### config.mk
export PLATFORM = sky130hd
export DESIGN_NAME = bit_serial_subtractor_flat
export DESIGN_NICKNAME = d
export VERILOG_FILES = /design/src/rtl/bit_serial_subtractor_if.sv /design/src/rtl/bit_serial_subtractor.sv /design/src/flat_wrapper.sv
export SDC_FILE = /design/constraint.sdc
export NUM_CORES = 1
export LEC_CHECK = 0
export ABC_AREA = 1
export CAP_MARGIN = 20
export CORE_MARGIN = 2
export CORE_UTILIZATION = 55
export DETAILED_ROUTE_END_ITERATION = 16
export GPL_TIMING_DRIVEN = 0
export PLACE_DENSITY_LB_ADDON = 0.08
export REMOVE_ABC_BUFFERS = 1
export SLEW_MARGIN = 10
export SYNTH_ARGS = -nofsm -noshare
export SYNTH_HDL_FRONTEND = slang
export SYNTH_SLANG_ARGS = --single-unit
### constraint.sdc
create_clock -name clk -period 2.79 [get_ports clk]
set_input_delay 0.279 -clock clk [delete_from_list [all_inputs] [get_ports clk]]
set_output_delay 0.279 -clock clk [all_outputs]
set_load 0.03 [all_outputs]
### src/rtl/bit_serial_subtractor_if.sv
// Operand and result handshake bundle for the bit-serial subtractor.
// The master side issues operands and consumes results; the slave side is the subtractor.
interface bit_serial_subtractor_if #(
  parameter int WIDTH = 8
);
  logic             in_valid;
  logic             in_ready;
  logic [WIDTH-1:0] a;
  logic [WIDTH-1:0] b;
  logic             bin;
  logic             out_valid;
  logic             out_ready;
  logic [WIDTH-1:0] diff;
  logic             bout;
  logic             busy;

  modport master (
    output in_valid, a, b, bin, out_ready,
    input  in_ready, out_valid, diff, bout, busy
  );

  modport slave (
    input  in_valid, a, b, bin, out_ready,
    output in_ready, out_valid, diff, bout, busy
  );
endinterface

### src/rtl/bit_serial_subtractor.sv
// Bit-serial a - b - bin: one full-subtractor cell, registered borrow, LSB first.
// All handshake outputs are registered; nothing combinational reaches the ports.
module bit_serial_subtractor #(
  parameter int WIDTH = 8
) (
  input  logic                  clk,
  input  logic                  rst,
  bit_serial_subtractor_if.slave io
);
  localparam int CW = $clog2(WIDTH + 1);

  typedef enum logic [1:0] {IDLE, RUN, DONE} state_t;

  state_t           state;
  logic [CW-1:0]    cnt;
  logic [WIDTH-1:0] a_sh;
  logic [WIDTH-1:0] b_sh;
  logic [WIDTH-1:0] res;
  logic [WIDTH-1:0] res_nx;
  logic             br;
  logic             br_nx;
  logic             d;
  logic             a0;
  logic             b0;

  // Written as shift-then-insert so WIDTH=1 needs no degenerate slice.
  always_comb begin
    a0             = a_sh[0];
    b0             = b_sh[0];
    d              = a0 ^ b0 ^ br;
    br_nx          = (~a0 & b0) | (~(a0 ^ b0) & br);
    res_nx         = res >> 1;
    res_nx[WIDTH-1] = d;
  end

  always_ff @(posedge clk) begin
    if (rst) begin
      state        <= IDLE;
      cnt          <= '0;
      a_sh         <= '0;
      b_sh         <= '0;
      res          <= '0;
      br           <= 1'b0;
      io.diff      <= '0;
      io.bout      <= 1'b0;
      io.in_ready  <= 1'b1;
      io.out_valid <= 1'b0;
      io.busy      <= 1'b0;
    end else begin
      case (state)
        IDLE: begin
          if (io.in_valid) begin
            a_sh        <= io.a;
            b_sh        <= io.b;
            br          <= io.bin;
            cnt         <= '0;
            state       <= RUN;
            io.in_ready <= 1'b0;
            io.busy     <= 1'b1;
          end
        end
        RUN: begin
          a_sh <= a_sh >> 1;
          b_sh <= b_sh >> 1;
          br   <= br_nx;
          res  <= res_nx;
          cnt  <= cnt + CW'(1);
          if (cnt == CW'(WIDTH - 1)) begin
            io.diff      <= res_nx;
            io.bout      <= br_nx;
            io.out_valid <= 1'b1;
            state        <= DONE;
          end
        end
        DONE: begin
          if (io.out_ready) begin
            io.out_valid <= 1'b0;
            io.in_ready  <= 1'b1;
            io.busy      <= 1'b0;
            state        <= IDLE;
          end
        end
        default: state <= IDLE;
      endcase
    end
  end
endmodule

### src/flat_wrapper.sv
// flat-port wrapper written by rule: the top's interface ports become plain ports
module bit_serial_subtractor_flat 
#(
  parameter int WIDTH = 8
)
  (clk, rst, io_in_valid, io_a, io_b, io_bin, io_out_ready, io_in_ready, io_out_valid, io_diff, io_bout, io_busy);
  bit_serial_subtractor_if #(.WIDTH(WIDTH)) io_i ();
  input  logic clk;
  input  logic rst;
  input wire logic [$bits(io_i.in_valid)-1:0] io_in_valid;
  input wire logic [$bits(io_i.a)-1:0] io_a;
  input wire logic [$bits(io_i.b)-1:0] io_b;
  input wire logic [$bits(io_i.bin)-1:0] io_bin;
  input wire logic [$bits(io_i.out_ready)-1:0] io_out_ready;
  output wire logic [$bits(io_i.in_ready)-1:0] io_in_ready;
  output wire logic [$bits(io_i.out_valid)-1:0] io_out_valid;
  output wire logic [$bits(io_i.diff)-1:0] io_diff;
  output wire logic [$bits(io_i.bout)-1:0] io_bout;
  output wire logic [$bits(io_i.busy)-1:0] io_busy;
  assign io_i.in_valid = io_in_valid;
  assign io_i.a = io_a;
  assign io_i.b = io_b;
  assign io_i.bin = io_bin;
  assign io_i.out_ready = io_out_ready;
  assign io_in_ready = io_i.in_ready;
  assign io_out_valid = io_i.out_valid;
  assign io_diff = io_i.diff;
  assign io_bout = io_i.bout;
  assign io_busy = io_i.busy;
  bit_serial_subtractor #(.WIDTH(WIDTH)) u_core (.clk(clk), .rst(rst), .io(io_i));
endmodule
==> metrics.cfg <==
[status]
status=complete, no violations

[route]
postRouteAntennaNets=0
vias=1671
drtPass1Iterations=4
wl_per_cell_um=10.0
drc=0
first_iter_violations=63
wl_um=3430
via_per_inst=4.90

[critical_path]
path_cells=clkdlybuf4s50_1 > clkinv_1 > o21ai_0 > nor2_1
critPathMaxStageDelay_ns=0.88
r2r_start=u_core.state[1]
critPathTopFamily=buffers and inverters
start_kind=input port
critical_path_class=in2reg
critical-path-slowest-cell=clkdlybuf4s50_1
crit_required_ns=3.04
critPathBufInv=2
arrival_ns=2.31
startpoint=rst
end_kind=flop
cp_max_fo=26

[synthesis]
yosysSeqAreaShare_pct=45.9
yosys.cell_types.count=16
async_flop_share_pct=0
post_synth_inst_count=269
synth_top_area_share_pct=45.9
ys_dominant_reg_cell=dfxtp_1
ys_ff_latch=42
postSynthAreaPerCell_um2=6.80
synth.most_common_cell=nand2_1
yosys_warnings=0
synth_area_um2=1830
synth_edf_count=0
synth_common_cells=nand2_1, nor2_1, dfxtp_1, nand3_1, inv_1
yosysTopAreaCell=dfxtp_1
synth_area_leaders=dfxtp_1, nand2_1, nand3_1

[clock_network]
post_cts_buffers=0
cts_made_buffers=5
cts.sink_count=42
ctsHoldBuffers=0
clock_path_buffers=2
path_clk_slew_ns=0.12
cts_htree_levels=2
cts_tree=yes
clk_latency_ns=0.35
post_cts_resized=0
root_buffer=clkbuf_4

[die]
ios=33
die_width_um=61.7
rows=20
coreArea_um2=3100
initial_core_util_pct=59.0
dieArea_um2=3810
die_h_um=61.7

[timing]
post-route-period-util_pct=74.0
slew_headroom_pct=53.8
skew_ns=0.0110
tns_ns=0
slew_violations=0
finalHoldViolations=0
worst_pin_slew_ns=0.688
holdWs_ns=0.459
maxClockFrequency_mhz=484
rsz0062_at_grt=false
min_period_ns=2.06
setup_viol=0

[final_layout]
fin_util_pct=71.2
fin_nets=319
stdcell_area_um2=2210
diodes=0
nFillCells=287
syn2layout_area_growth_pct=20.6
drive_gt1_share_pct=4.38

[power]
max-vdd-ir-drop_mv=0.283
power_mw=1.12
p_per_area_nw_per_um2=507
p_leak_nw=0.971

[global_route]
grt_max_degree=30
grt-ovfl-total=0
grt_use_total_pct=20.2
grt_first_pass_wirelength_um=5640
grt_pass1_vias=1332
antenna_found_initial=0

[placement]
placed_area_um2=2130
dp_hpwl_um=2210
numPortBuffers=32
gp_congestion=0.761

[hold_path]
hold_class=reg2reg
min-delay-start=u_core.res[5]

[job]
maxCapViolations=0

==> layout make-up <==
class | instances | area, µm² | area share, %
clock inverters | 1 | 5.00 | 0.227
repair buffers | 33 | 335 | 15.2
clock buffers | 7 | 55.1 | 2.49
multi-input cells | 182 | 797 | 36.1
flip-flops and latches | 42 | 841 | 38.1
inverters | 32 | 120 | 5.44
well taps | 44 | 55.1 | 2.49
==> tightest hold or removal path: stages, from the launching register on <==
cell and delay (ns):
dfxtp_1 0.32, inv_1 0.06, a21oi_1 0.05
==> state kept, by name (all words and copies together) (netlist names) <==
name,flops
u_core.a_sh,8
u_core.b_sh,8
u_core.io.diff,8
u_core.res,7
u_core.cnt,4
u_core.state,2
u_core.br,1
u_core.io.bout,1
u_core.io.busy,1
u_core.io.in_ready,1
u_core.io.out_valid,1
==> stage by stage <==
stage	worst slack, ns	instances
final	0.725	341
after CTS	0.758	340
after floorplan	1.34	256
after global placement	0.393	332
after detailed placement	0.387	332
after global routing	0.573	341
==> kinds of logic after synthesis <==
| group | share of synthesized area, % |
|---|---|
| and+or+nand+nor | 34.9 |
| buffers and inverters | 10.5 |
| DFF | 45.9 |
| AOI/OAI and AO/OA | 6.84 |
| adders and majority gates | 1.78 |
==> per-layer routing <==
| metal | part of all wire, % | global-route usage [%] | wire length [µm] |
|---|---|---|---|
| met1 | 46 | 24.3 | 1570 |
| met2 | 47 | 34.0 | 1620 |
| met3 | 5.7 | 6.83 | 195 |
| met4 | 1.1 | 6.38 | 36 |
| met5 | 0 | 0 | 0 |
==> power by group <==
group,internal [mW],switching (mW),total (mW)
Sequential,0.630,0.0127,0.643
Combinational,0.0689,0.0969,0.166
Clock,0.122,0.190,0.312
==> cells in the final DEF, fill, tap and decap left out <==
cell,instances
a21oi_1,16
buf_8,1
clkbuf_1,1
clkbuf_4,5
clkbuf_8,1
clkdlybuf4s50_1,32
clkinv_1,1
clkinv_2,1
dfxtp_1,42
fa_1,1
ha_1,1
inv_1,30
inv_2,1
nand2_1,64
nand2_2,2
nand3_1,38
nor2_1,49
nor2_2,2
o21ai_0,9
==> path summary, 6_finish.rpt <==
check / end / slack, ns / cells past startpoint
setup reg to reg: u_core.a_sh[5] / 1.15 / 6
hold reg to reg: u_core.res[5] / 0.46 / 2
setup / recovery: u_core.io.diff[7] / 0.73 / 4
hold / removal: u_core.res[5] / 0.46 / 2
Power figures use the tool's default switching activity.
